**config.mk**
```make
export PLATFORM = sky130hd
export DESIGN_NAME = pipe_hazard_ctrl_flat
export DESIGN_NICKNAME = d
export VERILOG_FILES = /design/src/rtl/pipe_hazard_ctrl_if.sv /design/src/rtl/pipe_hazard_ctrl.sv /design/src/flat_wrapper.sv
export SDC_FILE = /design/constraint.sdc
export NUM_CORES = 1
export LEC_CHECK = 0
export CORE_MARGIN = 2
export CORE_UTILIZATION = 47
export DETAILED_ROUTE_END_ITERATION = 16
export PLACE_DENSITY = 0.78
export SYNTH_ARGS = -nofsm -noshare
export SYNTH_HDL_FRONTEND = slang
export SYNTH_SLANG_ARGS = --single-unit
```
**constraint.sdc**
```tcl
create_clock -name clk -period 4.14 [get_ports clk]
set_clock_uncertainty 0.1 [all_clocks]
set_input_delay 1.242 -clock clk [delete_from_list [all_inputs] [get_ports clk]]
set_output_delay 1.242 -clock clk [all_outputs]
set_load 0.005 [all_outputs]
```
**src/rtl/pipe_hazard_ctrl_if.sv**
```systemverilog
// Hazard-controller signal bundle: ID/EX hazard inputs, memory handshake status,
// and the stall/flush/hold controls plus statistics returned to the pipeline.
interface pipe_hazard_ctrl_if #(
    parameter int CNT_W = 16
);
    logic [4:0]       id_rs_addr;
    logic [4:0]       id_rt_addr;
    logic             id_uses_rs;
    logic             id_uses_rt;
    logic             ex_mem_r;
    logic [4:0]       ex_dst_addr;
    logic             id_branch_taken;
    // mem_req/mem_ready: an access in MEM completes on any cycle where both are high;
    // mem_req high with mem_ready low is a wait state.
    logic             mem_req;
    logic             mem_ready;
    logic             pc_we;
    logic             if_id_we;
    logic             if_id_flush;
    logic             id_ex_bubble;
    logic             pipe_hold;
    logic             mem_err;
    logic [1:0]       state;
    logic [CNT_W-1:0] stall_cnt;
    logic [CNT_W-1:0] flush_cnt;

    modport slave (
        input  id_rs_addr, id_rt_addr, id_uses_rs, id_uses_rt,
        input  ex_mem_r, ex_dst_addr, id_branch_taken, mem_req, mem_ready,
        output pc_we, if_id_we, if_id_flush, id_ex_bubble, pipe_hold,
        output mem_err, state, stall_cnt, flush_cnt
    );

    modport master (
        output id_rs_addr, id_rt_addr, id_uses_rs, id_uses_rt,
        output ex_mem_r, ex_dst_addr, id_branch_taken, mem_req, mem_ready,
        input  pc_we, if_id_we, if_id_flush, id_ex_bubble, pipe_hold,
        input  mem_err, state, stall_cnt, flush_cnt
    );
endinterface

```
**src/rtl/pipe_hazard_ctrl.sv**
```systemverilog
// Stall/flush controller for the 5-stage pipeline: load-use bubbles, taken-branch
// flushes, data-memory wait holds with timeout trap, and saturating statistics.
module pipe_hazard_ctrl #(
    parameter int CNT_W    = 16,
    parameter int MAX_WAIT = 8
) (
    input logic               clk,
    input logic               rst_n,
    pipe_hazard_ctrl_if.slave hz
);
    typedef enum logic [1:0] {
        RUN      = 2'd0,
        MEM_WAIT = 2'd1,
        ERR      = 2'd2
    } state_e;

    localparam logic [7:0] WAIT_LAST = 8'(MAX_WAIT - 1);

    state_e           state_q, state_d;
    logic [7:0]       wait_q, wait_d;
    logic [CNT_W-1:0] stall_q, stall_d;
    logic [CNT_W-1:0] flush_q, flush_d;

    logic lu;
    logic mw;
    logic apply_run;
    logic pc_we_s, if_id_we_s, flush_s, bubble_s, hold_s;

    assign lu = hz.ex_mem_r && (hz.ex_dst_addr != 5'd0) &&
                ((hz.id_uses_rs && (hz.id_rs_addr == hz.ex_dst_addr)) ||
                 (hz.id_uses_rt && (hz.id_rt_addr == hz.ex_dst_addr)));
    assign mw = hz.mem_req && !hz.mem_ready;

    always_comb begin
        pc_we_s    = 1'b1;
        if_id_we_s = 1'b1;
        flush_s    = 1'b0;
        bubble_s   = 1'b0;
        hold_s     = 1'b0;
        apply_run  = 1'b0;
        state_d    = state_q;
        wait_d     = wait_q;

        case (state_q)
            RUN: begin
                if (mw) begin
                    pc_we_s    = 1'b0;
                    if_id_we_s = 1'b0;
                    hold_s     = 1'b1;
                    state_d    = MEM_WAIT;
                    wait_d     = 8'd0;
                end else begin
                    apply_run = 1'b1;
                end
            end
            MEM_WAIT: begin
                if (!hz.mem_ready) begin
                    pc_we_s    = 1'b0;
                    if_id_we_s = 1'b0;
                    hold_s     = 1'b1;
                    if (wait_q == WAIT_LAST) state_d = ERR;
                    else                     wait_d  = wait_q + 8'd1;
                end else begin
                    // Completion on the last allowed cycle still beats the timeout.
                    apply_run = 1'b1;
                    state_d   = RUN;
                end
            end
            ERR: begin
                pc_we_s    = 1'b0;
                if_id_we_s = 1'b0;
                hold_s     = 1'b1;
            end
            default: state_d = RUN;
        endcase

        // A taken branch seen during a load-use stall is re-evaluated next cycle.
        if (apply_run) begin
            if (lu) begin
                pc_we_s    = 1'b0;
                if_id_we_s = 1'b0;
                bubble_s   = 1'b1;
            end else if (hz.id_branch_taken) begin
                flush_s = 1'b1;
            end
        end

        // Reset loads NOPs into IF/ID and ID/EX while the pipeline is frozen.
        if (!rst_n) begin
            pc_we_s    = 1'b0;
            if_id_we_s = 1'b0;
            flush_s    = 1'b1;
            bubble_s   = 1'b1;
            hold_s     = 1'b0;
        end
    end

    always_comb begin
        stall_d = stall_q;
        flush_d = flush_q;
        if (!pc_we_s && (stall_q != {CNT_W{1'b1}})) stall_d = stall_q + 1'b1;
        if (flush_s && (flush_q != {CNT_W{1'b1}}))  flush_d = flush_q + 1'b1;
    end

    always_ff @(posedge clk or negedge rst_n) begin
        if (!rst_n) begin
            state_q <= RUN;
            wait_q  <= 8'd0;
            stall_q <= '0;
            flush_q <= '0;
        end else begin
            state_q <= state_d;
            wait_q  <= wait_d;
            stall_q <= stall_d;
            flush_q <= flush_d;
        end
    end

    assign hz.pc_we        = pc_we_s;
    assign hz.if_id_we     = if_id_we_s;
    assign hz.if_id_flush  = flush_s;
    assign hz.id_ex_bubble = bubble_s;
    assign hz.pipe_hold    = hold_s;
    assign hz.mem_err      = (state_q == ERR);
    assign hz.state        = state_q;
    assign hz.stall_cnt    = stall_q;
    assign hz.flush_cnt    = flush_q;
endmodule

```
**src/flat_wrapper.sv**
```systemverilog
// flat-port wrapper written by rule: the top's interface ports become plain ports
module pipe_hazard_ctrl_flat 
#(
    parameter int CNT_W    = 16,
    parameter int MAX_WAIT = 8
)
  (clk, rst_n, hz_id_rs_addr, hz_id_rt_addr, hz_id_uses_rs, hz_id_uses_rt, hz_ex_mem_r, hz_ex_dst_addr, hz_id_branch_taken, hz_mem_req, hz_mem_ready, hz_pc_we, hz_if_id_we, hz_if_id_flush, hz_id_ex_bubble, hz_pipe_hold, hz_mem_err, hz_state, hz_stall_cnt, hz_flush_cnt);
  pipe_hazard_ctrl_if #(.CNT_W(CNT_W)) hz_i ();
  input logic clk;
  input logic rst_n;
  input wire logic [$bits(hz_i.id_rs_addr)-1:0] hz_id_rs_addr;
  input wire logic [$bits(hz_i.id_rt_addr)-1:0] hz_id_rt_addr;
  input wire logic [$bits(hz_i.id_uses_rs)-1:0] hz_id_uses_rs;
  input wire logic [$bits(hz_i.id_uses_rt)-1:0] hz_id_uses_rt;
  input wire logic [$bits(hz_i.ex_mem_r)-1:0] hz_ex_mem_r;
  input wire logic [$bits(hz_i.ex_dst_addr)-1:0] hz_ex_dst_addr;
  input wire logic [$bits(hz_i.id_branch_taken)-1:0] hz_id_branch_taken;
  input wire logic [$bits(hz_i.mem_req)-1:0] hz_mem_req;
  input wire logic [$bits(hz_i.mem_ready)-1:0] hz_mem_ready;
  output wire logic [$bits(hz_i.pc_we)-1:0] hz_pc_we;
  output wire logic [$bits(hz_i.if_id_we)-1:0] hz_if_id_we;
  output wire logic [$bits(hz_i.if_id_flush)-1:0] hz_if_id_flush;
  output wire logic [$bits(hz_i.id_ex_bubble)-1:0] hz_id_ex_bubble;
  output wire logic [$bits(hz_i.pipe_hold)-1:0] hz_pipe_hold;
  output wire logic [$bits(hz_i.mem_err)-1:0] hz_mem_err;
  output wire logic [$bits(hz_i.state)-1:0] hz_state;
  output wire logic [$bits(hz_i.stall_cnt)-1:0] hz_stall_cnt;
  output wire logic [$bits(hz_i.flush_cnt)-1:0] hz_flush_cnt;
  assign hz_i.id_rs_addr = hz_id_rs_addr;
  assign hz_i.id_rt_addr = hz_id_rt_addr;
  assign hz_i.id_uses_rs = hz_id_uses_rs;
  assign hz_i.id_uses_rt = hz_id_uses_rt;
  assign hz_i.ex_mem_r = hz_ex_mem_r;
  assign hz_i.ex_dst_addr = hz_ex_dst_addr;
  assign hz_i.id_branch_taken = hz_id_branch_taken;
  assign hz_i.mem_req = hz_mem_req;
  assign hz_i.mem_ready = hz_mem_ready;
  assign hz_pc_we = hz_i.pc_we;
  assign hz_if_id_we = hz_i.if_id_we;
  assign hz_if_id_flush = hz_i.if_id_flush;
  assign hz_id_ex_bubble = hz_i.id_ex_bubble;
  assign hz_pipe_hold = hz_i.pipe_hold;
  assign hz_mem_err = hz_i.mem_err;
  assign hz_state = hz_i.state;
  assign hz_stall_cnt = hz_i.stall_cnt;
  assign hz_flush_cnt = hz_i.flush_cnt;
  pipe_hazard_ctrl #(.CNT_W(CNT_W), .MAX_WAIT(MAX_WAIT)) u_core (.clk(clk), .rst_n(rst_n), .hz(hz_i));
endmodule
```
After elaboration in Yosys (flattened, before gate mapping)
Cells that the tools add are included.
{"block": "totals", "ff_bits": 42, "in_bits": 23, "output_inout_bits": 40, "word_cells": 60}
{"block": "op_classes", "add_sub_neg": 3, "eq_ne": 11, "mux": 26, "n_bitwise": 1, "reduce_logical": 15}
{"op": "adder 16 x 1 -> 16 bit, second input constant", "n": 2}
{"op": "!= test 16 bit, second input constant", "n": 2}
{"op": "2-to-1 mux 8 bit", "n": 3}
{"op": "one-hot mux 8 bit (2 select lines)", "n": 1}
{"op": "2-to-1 mux 1 bit", "n": 15}
{"op": "== test 5 bit", "n": 2}
{"op": "adder 8 x 1 -> 8 bit, second input constant", "n": 1}
{"op": "== test 8 x 3 -> 1 bit, second input constant", "n": 1}
{"op": "logical AND 1 bit", "n": 7}
{"op": "2-to-1 mux 2 bit", "n": 3}
{"op": "one-hot mux 1 bit (3 select lines)", "n": 2}
{"op": "one-hot mux 2 bit (3 select lines)", "n": 1}
{"op": "nonzero test 5 bit", "n": 1}
{"op": "!= test 2 bit, second input constant", "n": 2}
{"op": "AND reduction 4 bit", "n": 1}
{"op": "!= test 3 x 2 -> 1 bit, second input constant", "n": 1}
{"op": "AND reduction 3 bit", "n": 1}
{"op": "== test 2 x 1 -> 1 bit, second input constant", "n": 1}
{"op": "== test 2 bit, second input constant", "n": 1}
{"op": "logical NOT 1 bit", "n": 2}
{"op": "logical NOT 2 bit", "n": 1}
{"op": "!= test 2 x 1 -> 1 bit, second input constant", "n": 1}
{"op": "one-hot mux 1 bit (2 select lines)", "n": 1}
{"op": "nonzero test 2 bit", "n": 1}
{"op": "other kinds (2)", "n": 2}

Longest topological paths before layout
Gate-level depths: netlist (run 1).
{"block": "depth", "ltp_word": 9, "depth_mapped": 8}

Worst setup path before layout (run 1)
No wires, ideal clock.
{"block": "synth_timing", "path_type": "input-to-output", "start": "input port hz_ex_dst_addr[0]", "end": "output port hz_pc_we", "arrival_ns": 2.659, "path_slack_ns": 0.139, "stages": 5, "n_path_buf": 2, "cell_sequence": "or4_1 > o21a_1 > a311oi_4 > buf_6 > buf_4"}
{"block": "synth_between", "elab_chain_len": 7, "word_cells_on_any_way": 11}
{"item": "start, declared", "line_no": "flat_wrapper.sv:16", "text": "input wire logic [$bits(hz_i.ex_dst_addr)-1:0] hz_ex_dst_addr;"}
{"item": "== test 5 bit (on tied branches)", "line_no": "pipe_hazard_ctrl.sv:30, pipe_hazard_ctrl.sv:31"}
{"item": "logical AND 1 bit (on tied branches)", "line_no": "pipe_hazard_ctrl.sv:30, pipe_hazard_ctrl.sv:31"}
{"item": "logical OR 1 bit", "line_no": "pipe_hazard_ctrl.sv:30", "text": "((hz.id_uses_rs && (hz.id_rs_addr == hz.ex_dst_addr)) ||"}
{"item": "logical AND 1 bit (*)", "line_no": "pipe_hazard_ctrl.sv:29", "text": "assign lu = hz.ex_mem_r && (hz.ex_dst_addr != 5'd0) &&"}
{"item": "2-to-1 mux 1 bit (*) (3 in a row)"}
{"item": "end, declared", "line_no": "flat_wrapper.sv:20", "text": "output wire logic [$bits(hz_i.pc_we)-1:0] hz_pc_we;"}
Every way passes the cells marked *; elsewhere a longest branch is shown, timed or not.

Final worst setup path (run 1)
{"block": "layout_timing", "start": "input port hz_ex_dst_addr[2]", "end": "output port hz_if_id_we"}
{"block": "layout_between", "elab_chain_len": 7, "word_cells_on_any_way": 11}
{"item": "== test 5 bit (on tied branches)", "line_no": "pipe_hazard_ctrl.sv:30, pipe_hazard_ctrl.sv:31"}
{"item": "logical AND 1 bit (on tied branches)", "line_no": "pipe_hazard_ctrl.sv:30, pipe_hazard_ctrl.sv:31"}
{"item": "logical OR 1 bit", "line_no": "pipe_hazard_ctrl.sv:30"}
{"item": "logical AND 1 bit (*)", "line_no": "pipe_hazard_ctrl.sv:29"}
{"item": "2-to-1 mux 1 bit (*)", "line_no": "pipe_hazard_ctrl.sv:79", "text": "if (lu) begin"}
{"item": "2-to-1 mux 1 bit (*)", "line_no": "pipe_hazard_ctrl.sv:78", "text": "if (apply_run) begin"}
{"item": "2-to-1 mux 1 bit (*)", "line_no": "pipe_hazard_ctrl.sv:89", "text": "if (!rst_n) begin"}
{"item": "end, declared", "line_no": "flat_wrapper.sv:21", "text": "output wire logic [$bits(hz_i.if_id_we)-1:0] hz_if_id_we;"}
Marked as above.

==> metrics.md, run 1 <==
| Metric | Value |
|---|---|
| Worst setup path start | hz_ex_dst_addr[2] |
| Chip height | about 73 um |
| Hold depth | 1 |
| Total grt overflow | 0 |
| Largest family of logic cells by synthesized area | simple AND/OR/NAND/NOR gates |
| Compound-Gate Fraction of Synth Area | 0.06071 |
| Total Wirelength | between 5 and 6 mm |
| Initial antenna violation count | 0 |
| DR iter-0 viols | 61 |
| Worst-Margin Slew | approximately 0.52 ns |
| First-pass GRT wire length | around 8.5 mm |
| Worst skew pair latency | around 0.30 ns |
| Top achievable clock speed | 246.2 MHz |
| CTS tree | done |
| Synth Area in XOR/XNOR | 0.1738 |
| Top cells by area, synth | dfrtp_1 46%, xnor2_1 10%, xor2_1 7.0%, nand3_1 3.3%, nand2_1 3.1% |
| Layout net count | about 320 |
| DRC errors left | 0 |
| Worst Hold Class | flip-flop to flip-flop |
| Total inserted antenna cells | 0 |
| Final core occ | 0.6728 |
| VDD IR-drop max | 304.6 uV |
| WHS | 0.3914 ns |
| Vias per inst | 5.409 |
| Inserted Clock Buffers | 5 |
| Multiplexer share of the synthesized area | 0.01656 |
| Syn_area_per_cell | between 10 and 15 sq um |
| Maxcap violations | 0 |
| # clock sinks | 42 |
| Core Rows | 25 |
| Largest net degree at the start of global routing | 24 |
| Static Leak | around 1.4 nW |
| Instance count of the mapped netlist | about 220 |
| Area grow syn2layout | 39.24% |
| Crit Path Category | input pin to output pin |
| Via Count | between 1500 and 2000 |
| Number of global-route vias before repair | 1822 |
| Max-slew violation count | 0 |
| RePlAce Congestion | 0.8399 |
| All-Layer GR Usage | 0.2005 |
| Asr flop ratio synth | 1.000 |
| Startpoint Class | input pin |
| Period minus WS final | approximately 4 ns |
| Adder-cell share of the synthesized area | 0.01656 |
| Register-to-Register Path Depth | 6 |
| Rel. slew slack | 0.6550 |
| Pwr dens | about 440 nW/um^2 |
| Sequential area share after synthesis | 0.4636 |
| TNS Setup | 0 ns |
| Drt wl/cell | about 14 um |
| I/O Pins | 63 |
| Die X-Extent | ~73 um |
| Critical Path Fanout Max | 3 |
| Clk root buf | clkbuf_8 |
| Worst-case clock buffer depth | 2 |
| Worst Setup End Kind | output pin |
| Port bufs | 62 |
| Core area | about 4700 sq um |
| Reg-to-Reg Start | u_core.hz.stall_cnt[6] |
| Required @ worst endpoint | between 2 and 3 ns |
| Post-synth EDFFs | 0 |
| Top_reg_cell synth | dfrtp_1 |
| DRT Pass-1 Iters | 5 |
| Yosys Warn Count | 0 |
| Final worst-path cycle share | 0.9812 |
| Beginning of the worst hold path | u_core.hz.stall_cnt[9] |
| Yosys top cell area share | 0.4636 |
| Hold buffers post-CTS | 0 |
| CTS clk-pin slew, worst paths | about 0.070 ns |
| Die ar. | around 5400 sq um |
| Synthesized flop and latch total | 42 |
| Outcome | finished, final reports clean |
| H-tree depth | 2 |
| Starting Density | 0.4832 |
| Number of distinct library cells after synthesis | between 40 and 50 |
| Share of layout cells above drive strength 1 | 0.1611 |
| Final setup violation count | 0 |
| Post-DRT Antenna Nets | 0 |
| Simple-Gate Fraction of Synth Area | 0.2401 |
| Crit path arrival time | 2.72 ns |
| Syn Nets | between 200 and 250 |
| Synth area leader | dfrtp_1 |
| Mapped cell area | around 2300 sq um |
| Dpl hpwl | between 3 and 4 mm |
| Final Hold Fails | 0 |
## path summary, 6_finish.rpt
kind / end / slack (ns)
min: u_core.hz.stall_cnt[9] / 0.39
max in group asynchronous: u_core.hz.stall_cnt[1] / 2.83
min in group asynchronous: u_core.wait_q[5] / 0.88
max: hz_if_id_we / 0.08
min reg2reg: u_core.hz.stall_cnt[9] / 0.39
max reg2reg: u_core.hz.stall_cnt[1] / 1.88
## cell usage in the layout (no fill, tap or decap), types with 5 or more instances in the layout
cell type / synthesis / layout
nand4_1: 9 / 9
nor3_1: 8 / 8
clkdlybuf4s50_1: 0 / 51
xnor2_1: 27 / 27
nor2_1: 13 / 13
clkbuf_8: 0 / 6
buf_2: 1 / 5
buf_4: 1 / 18
xor2_1: 18 / 18
nand2_1: 19 / 19
dfrtp_1: 42 / 42
nand3_1: 15 / 15
## flip-flops by register name (all words and copies together) (netlist names)
name and count:
u_core.wait_q 8, u_core.hz.flush_cnt 16, u_core.hz.state 2, u_core.hz.stall_cnt 16
## routing by layer
metal	share of wire	track usage
met4	0.015	0.05455
met1	0.44	0.2500
met3	0.040	0.04801
met5	0	0
met2	0.50	0.3462
## critical path: stages
cell and delay (ns):
dlygate4sd2_1 0.24, or4_1 0.53, o21a_1 0.26, a311oi_4 0.27, buf_2 0.17
## area by class of cell
class,instances,area [sq um]
sequential,42,1051
inverter,5,18.77
timing repair buffer,80,730.7
tap,54,67.56
multi-input combinational,164,1176
fill,383,1535
clock inverter,1,30.03
clock buffer,6,82.58
## cells by family after synthesis
group | count (synthesis)
xor+xnor | 45
compound gates | 16
mux | 3
fa+ha+maj | 3
flops | 42
buf+inv | 10
simple gates | 97
## stage by stage
step	std cells	total power, mW	cell area (sq um)	worst slack [ns]
2_1_floorplan	216	0.7999	2267	0.1385
3_3_place_gp	342	1.040	3017	-0.5047
3_5_place_dp	342	1.058	3017	-0.5523
4_1_cts	351	1.394	3126	0.02455
5_1_grt	352	1.467	3157	-0.003747
6_report	352	1.385	3157	0.07803
## timing repair
action / 4_1_cts / 5_1_grt
gates resized for setup: 23 / 6
pin swaps: 3 / 3
endpoints found under the setup margin: 5 / 5
buffers inserted: 2 / 1
## Yosys cell counts, types with 2 or more instances
cell type and number:
a21oi_1 3, and2_1 2, and3_1 4, and4_1 2, buf_6 3, dfrtp_1 42
ha_1 3, inv_1 4, mux2_2 2, nand2_1 19, nand3_1 15, nand3b_1 2
nand4_1 9, nor2_1 13, nor2b_1 2, nor3_1 8, nor3b_1 2, nor4_1 4
nor4b_1 4, o21a_1 2, o21ai_0 4, or2_2 2, or4_1 2, xnor2_1 27
xor2_1 18
## report_power, final
group	internal [mW]	switching [mW]	total, mW	leakage [nW]
clock	0.193	0.138	0.331	0.0573
combinational	0.278	0.156	0.434	0.773
sequential	0.502	0.118	0.620	0.531
total	0.974	0.411	1.38	1.36
No activity file was read; power rests on OpenSTA's default activity.
==> inputs of run 2 (changes only) <==
CORE_UTILIZATION = 30   (was 47)
PLACE_DENSITY = 0.53   (was 0.78)
==> metrics.md, run 2 (synthesis results as in run 1) <==
| Metric | Value |
|---|---|
| Worst-Margin Slew | 0.5334 ns (was 0.5175 ns) |
| # clock sinks | 42 (unchanged) |
| Maxcap violations | 0 (unchanged) |
| H-tree depth | 2 (unchanged) |
| Worst-case clock buffer depth | 2 (unchanged) |
| Crit path arrival time | 2.72 ns (about the same) |
| Crit-path cells | dlygate4sd2_1 -> or4_4 -> o21a_1 -> buf_6 -> a311oi_4 -> buf_2 (was dlygate4sd2_1 -> or4_1 -> o21a_1 -> a311oi_4 -> buf_2) |
| CTS clk-pin slew, worst paths | 0.08 ns (was 0.07 ns) |
| RePlAce Congestion | 0.7538 (was 0.8399) |
| Startpoint Class | input pin (unchanged) |
| DRT Pass-1 Iters | 4 (was 5) |
| Core Rows | 31 (was 25) |
| Die X-Extent | 90.93 um (was 73.46 um) |
| Post-DRT Antenna Nets | 0 (unchanged) |
| Crit Path Category | input pin to output pin (unchanged) |
| Commonest non-fill, non-tap cells in the layout | 51 x clkdlybuf4s50_1, 42 x dfrtp_1, 27 x xnor2_1 (unchanged) |
| Area grow syn2layout | 41.83% (was 39.24%) |
| Pwr Total | 1.374 mW (was 1.385 mW) |
| Period minus WS final | 4.066 ns (was 4.062 ns) |
| Pwr dens | 427.3 nW/um^2 (was 438.7 nW/um^2) |
| VDD IR-drop max | 292.4 uV (was 304.6 uV) |
| Layout net count | 325 (was 324) |
| Drt wl/cell | 12.68 um (was 14.45 um) |
| Static Leak | 1.350 nW (was 1.361 nW) |
| Final worst-path cycle share | 0.9822 (was 0.9812) |
| Starting Density | 0.3109 (was 0.4832) |
| Number of global-route vias before repair | 1822 (unchanged) |
| Initial antenna violation count | 0 (unchanged) |
| CTS tree | done (unchanged) |
| Total grt overflow | 0 (unchanged) |
| Port bufs | 62 (unchanged) |
| Max-slew violation count | 0 (unchanged) |
| Via Count | 1826 (was 1904) |
| Most common cell after layout, fill and taps aside | clkdlybuf4s50_1 (unchanged) |
| Critical Path Fanout Max | 3 (unchanged) |
| Total Wirelength | 5.061 mm (was 5.087 mm) |
| Final Hold Fails | 0 (unchanged) |
| Required @ worst endpoint | 2.80 ns (about the same) |
| Core area | 7292 sq um (was 4692 sq um) |
| Max incr delay on CP | 0.41 ns (was 0.53 ns) |
| Final setup violation count | 0 (unchanged) |
| Rel. slew slack | 0.6444 (was 0.6550) |
| Inserted Clock Buffers | 5 (unchanged) |
| WHS | 0.3949 ns (was 0.3914 ns) |
| Final non-filler cell total | 399 (was 352) |
| First-pass GRT wire length | 8.362 mm (was 8.452 mm) |
| Slowest CP cell | or4_4 (was or4_1) |
| Chip height | 90.93 um (was 73.46 um) |
| I/O Pins | 63 (unchanged) |
| Worst skew pair latency | 0.29 ns (was 0.30 ns) |
| Outcome | finished, final reports clean (unchanged) |
| Top achievable clock speed | 245.9 MHz (was 246.2 MHz) |
| Clk root buf | clkbuf_8 (unchanged) |
| Worst Setup End Kind | output pin (unchanged) |
| Die ar. | 8268 sq um (was 5396 sq um) |
| All-Layer GR Usage | 0.1225 (was 0.2005) |
| Dpl hpwl | 3.810 mm (was 3.697 mm) |
| Total inserted antenna cells | 0 (unchanged) |
| Worst Hold Class | flip-flop to flip-flop (unchanged) |
| Vias per inst | 4.576 (was 5.409) |
| Share of layout cells above drive strength 1 | 0.1667 (was 0.1611) |
| DR iter-0 viols | 47 (was 61) |
| DP Cell Count | 388 (was 342) |
| Largest net degree at the start of global routing | 27 (was 24) |
| DRC errors left | 0 (unchanged) |
[run 2: cell types whose count changed in the layout (fill, tap and decap cells not counted), sizes merged]
cell	before	now
dlymetal6s2s	2	1
clkinvlp	0	1
clkdlybuf4s15	0	1
buf	23	22
clkbuf	6	8
[run 2: what timing repair did]
item / in CTS / in global routing
resized for setup: 16 / 12
buffers inserted: 3 / 0
hold buffers: 0 / 0
endpoints found under the hold margin: 0 / 0
pin swaps: 4 / 3
setup endpoints to repair: 5 / 4
[run 2: power by group]
group | switching (mW) | leakage, nW | internal (mW)
logic | 0.151 | 0.767 | 0.278
registers | 0.118 | 0.531 | 0.502
clock network | 0.144 | 0.0514 | 0.180
[run 2: per-layer routing]
layer / vias to the layer above / GRT usage / share of wire
li1: 920 / - / -
met1: 870 / 0.1504 / 0.45
met2: 34 / 0.2086 / 0.50
met3: 2 / 0.03817 / 0.044
met4: 0 / 0.03157 / 0.0053
met5: - / 0 / 0
[run 2: path summary, 6_finish.rpt]
check / startpoint / to / slack (ns) / cells past startpoint
max in group asynchronous: rst_n / u_core.hz.state[1] / 2.82 / 2
worst min-delay path: u_core.hz.stall_cnt[11] / u_core.hz.stall_cnt[11] / 0.39 / 1
min in group asynchronous: rst_n / u_core.hz.stall_cnt[3] / 0.86 / 2
worst max-delay path: hz_ex_dst_addr[0] / hz_if_id_we / 0.07 / 6
worst min register to register: u_core.hz.stall_cnt[11] / u_core.hz.stall_cnt[11] / 0.39 / 1
worst max register to register: u_core.hz.flush_cnt[0] / u_core.hz.flush_cnt[1] / 1.87 / 6
[run 2: final cells by class]
| type | instances | area, sq um |
|---|---|---|
| Inverter | 5 | 18.77 |
| Fill cell | 735 | 4076 |
| Multi-Input combinational cell | 164 | 1172 |
| Tap cell | 99 | 123.9 |
| Sequential cell | 42 | 1051 |
| Timing Repair Buffer | 81 | 739.5 |
| Clock inverter | 2 | 37.54 |
| Clock buffer | 6 | 72.57 |
[run 2: stage by stage]
| stage | TNS, ns | worst slack, ns | instance area, sq um | util |
|---|---|---|---|---|
| after CTS | -0.01825 | -0.009784 | 3198 | 0.4386 |
| after global routing | -0.02069 | -0.01750 | 3216 | 0.4410 |
| after floorplan | 0 | 0.1385 | 2267 | - |
| final | 0 | 0.07353 | 3216 | 0.4410 |
| after global placement | -2.105 | -0.5316 | 3080 | 0.4224 |
| after detailed placement | -2.177 | -0.5453 | 3080 | 0.4224 |
[run 2: worst max-delay path, delay by kind of cell]
| family | cells | cell delay (ns) |
|---|---|---|
| simple gates | 1 | 0.41 |
| compound gates | 2 | 0.52 |
| buf+inv | 3 | 0.56 |
==> inputs of run 3 (changes only) <==
PLACE_DENSITY = default   (was 0.53)
==> metrics.md, run 3 (synthesis results as in run 1) <==
| Metric | Value |
|---|---|
| Worst setup path start | hz_mem_ready (was hz_ex_dst_addr[0]) |
| Core Rows | 31 (unchanged) |
| Max-slew violation count | 0 (unchanged) |
| CTS clk-pin slew, worst paths | 0.07 ns (was 0.08 ns) |
| Worst-case clock buffer depth | 2 (unchanged) |
| Starting Density | 0.3109 (unchanged) |
| DRC errors left | 0 (unchanged) |
| Dpl cell area | 3065 sq um (was 3080 sq um) |
| Beginning of the worst hold path | u_core.hz.stall_cnt[9] (was u_core.hz.stall_cnt[11]) |
| CTS tree | done (unchanged) |
| Critical Path Fanout Max | 3 (unchanged) |
| Worst-Margin Slew | 0.5365 ns (was 0.5334 ns) |
| Dpl hpwl | 3.812 mm (was 3.810 mm) |
| Drt wl/cell | 12.58 um (was 12.68 um) |
| Maxcap violations | 0 (unchanged) |
| Worst Setup End Kind | output pin (unchanged) |
| Post-DRT Antenna Nets | 0 (unchanged) |
| DR iter-0 viols | 56 (was 47) |
| Outcome | finished, final reports clean (unchanged) |
| Total Wirelength | 5.005 mm (was 5.061 mm) |
| Final Hold Fails | 0 (unchanged) |
| Pwr Total | 1.320 mW (was 1.374 mW) |
| Crit Path Category | input pin to output pin (unchanged) |
| RSZ-0062 raised after global routing | no |
| All-Layer GR Usage | 0.1239 (was 0.1225) |
| Post-route cell area | 3197 sq um (was 3216 sq um) |
| Top achievable clock speed | 248.2 MHz (was 245.9 MHz) |
| Largest net degree at the start of global routing | 41 (was 27) |
| Commonest non-fill, non-tap cells in the layout | 50 x clkdlybuf4s50_1, 42 x dfrtp_1, 27 x xnor2_1 (was 51 x clkdlybuf4s50_1, 42 x dfrtp_1, 27 x xnor2_1) |
| Port bufs | 62 (unchanged) |
| Core area | 7292 sq um (unchanged) |
| DRT Pass-1 Iters | 4 (unchanged) |
| Rel. slew slack | 0.6423 (was 0.6444) |
| Inserted Clock Buffers | 5 (unchanged) |
| Pwr dens | 412.8 nW/um^2 (was 427.3 nW/um^2) |
| Required @ worst endpoint | 2.80 ns (about the same) |
| H-tree depth | 2 (unchanged) |
| Number of global-route vias before repair | 1819 (was 1822) |
| # clock sinks | 42 (unchanged) |
| Final setup violation count | 0 (unchanged) |
| VDD IR-drop max | 322.6 uV (was 292.4 uV) |
| Vias per inst | 4.583 (was 4.576) |
| Hold buffers post-CTS | 0 (unchanged) |
| Layout net count | 324 (was 325) |
| First-pass GRT wire length | 8.487 mm (was 8.362 mm) |
| Via Count | 1824 (was 1826) |
| Initial antenna violation count | 0 (unchanged) |
| RePlAce Congestion | 0.7760 (was 0.7538) |
| Static Leak | 1.362 nW (was 1.350 nW) |
| Die ar. | 8268 sq um (unchanged) |
| Share of layout cells above drive strength 1 | 0.1639 (was 0.1667) |
| Reg-to-Reg Start | u_core.hz.stall_cnt[6] (was u_core.hz.flush_cnt[0]) |
| Period minus WS final | 4.029 ns (was 4.066 ns) |
| Worst Hold Class | flip-flop to flip-flop (unchanged) |
| Total grt overflow | 0 (unchanged) |
| Total inserted antenna cells | 0 (unchanged) |
| Area grow syn2layout | 41.00% (was 41.83%) |
| Die X-Extent | 90.93 um (unchanged) |
| Worst skew pair latency | 0.29 ns (about the same) |
| I/O Pins | 63 (unchanged) |
| Startpoint Class | input pin (unchanged) |
| Clk root buf | clkbuf_8 (unchanged) |
| Final worst-path cycle share | 0.9733 (was 0.9822) |
| Chip height | 90.93 um (unchanged) |
| Crit path arrival time | 2.69 ns (was 2.72 ns) |
| Most common cell after layout, fill and taps aside | clkdlybuf4s50_1 (unchanged) |
[run 3: changes by cell type in the layout (fill, tap and decap cells not counted), sizes merged]
cell           delta
buf               -1
clkinvlp          -1
dlygate4sd2       -2
clkdlybuf4s50     -1
bufinv            -1
clkinv            +1
clkbuf            +2
dlymetal6s2s      +2
[run 3: critical path: stages]
cell,delay [ns]
clkdlybuf4s50_1,0.48
o21bai_4,0.12
nor2b_4,0.16
a21oi_2,0.04
buf_4,0.15
a311oi_4,0.31
buf_2,0.17
[run 3: metal layers]
metal  GRT usage  wire length, um  vias to the layer above  share of wire
met3     0.03154              223                        4          0.045
met5           0                0                        -              0
met2      0.2136             2499                       33           0.50
met1      0.1534             2242                      869           0.45
met4     0.03409               39                        0         0.0078
li1            -                -                      918              -
[run 3: worst paths after layout]
check                                          to  slack, ns  cells after the start
max                                      hz_pc_we       0.11                      7
min                        u_core.hz.stall_cnt[9]       0.39                      1
max reg2reg                u_core.hz.stall_cnt[1]       1.86                      6
min reg2reg                u_core.hz.stall_cnt[9]       0.39                      1
max in group asynchronous  u_core.hz.flush_cnt[1]       2.53                      2
min in group asynchronous  u_core.hz.stall_cnt[1]       0.67                      1
[run 3: where the power goes]
| part | internal [mW] | total, mW | switching [mW] |
|---|---|---|---|
| registers | 0.502 | 0.617 | 0.115 |
| logic | 0.278 | 0.430 | 0.152 |
| clock network | 0.135 | 0.272 | 0.138 |
[run 3: what timing repair did]
action,in CTS,in global routing
setup buffers,3,1
pin swaps,4,4
resized for setup,16,15
setup endpoints to repair,5,4
hold endpoints to repair,0,0
[run 3: metrics by stage]
stage	util	std cells	setup WS (ns)	TNS [ns]	hold WS (ns)
after CTS	0.4346	397	0.0009908	0	0.3953
after floorplan	-	216	0.1385	0	0.3770
after detailed placement	0.4204	386	-0.5621	-2.198	0.3803
after global placement	0.4204	386	-0.5311	-2.079	0.3805
after global routing	0.4384	398	0.004717	0	0.4182
final	0.4384	398	0.1107	0	0.3921
[run 3: area by class of cell]
type	count	area, sq um
fill	730	4095
multi-input combinational	164	1177
sequential	42	1051
timing repair buffer	80	734.5
tap	99	123.9
clock buffer	7	86.33
inverter	5	18.77
clock inverter	1	5.005
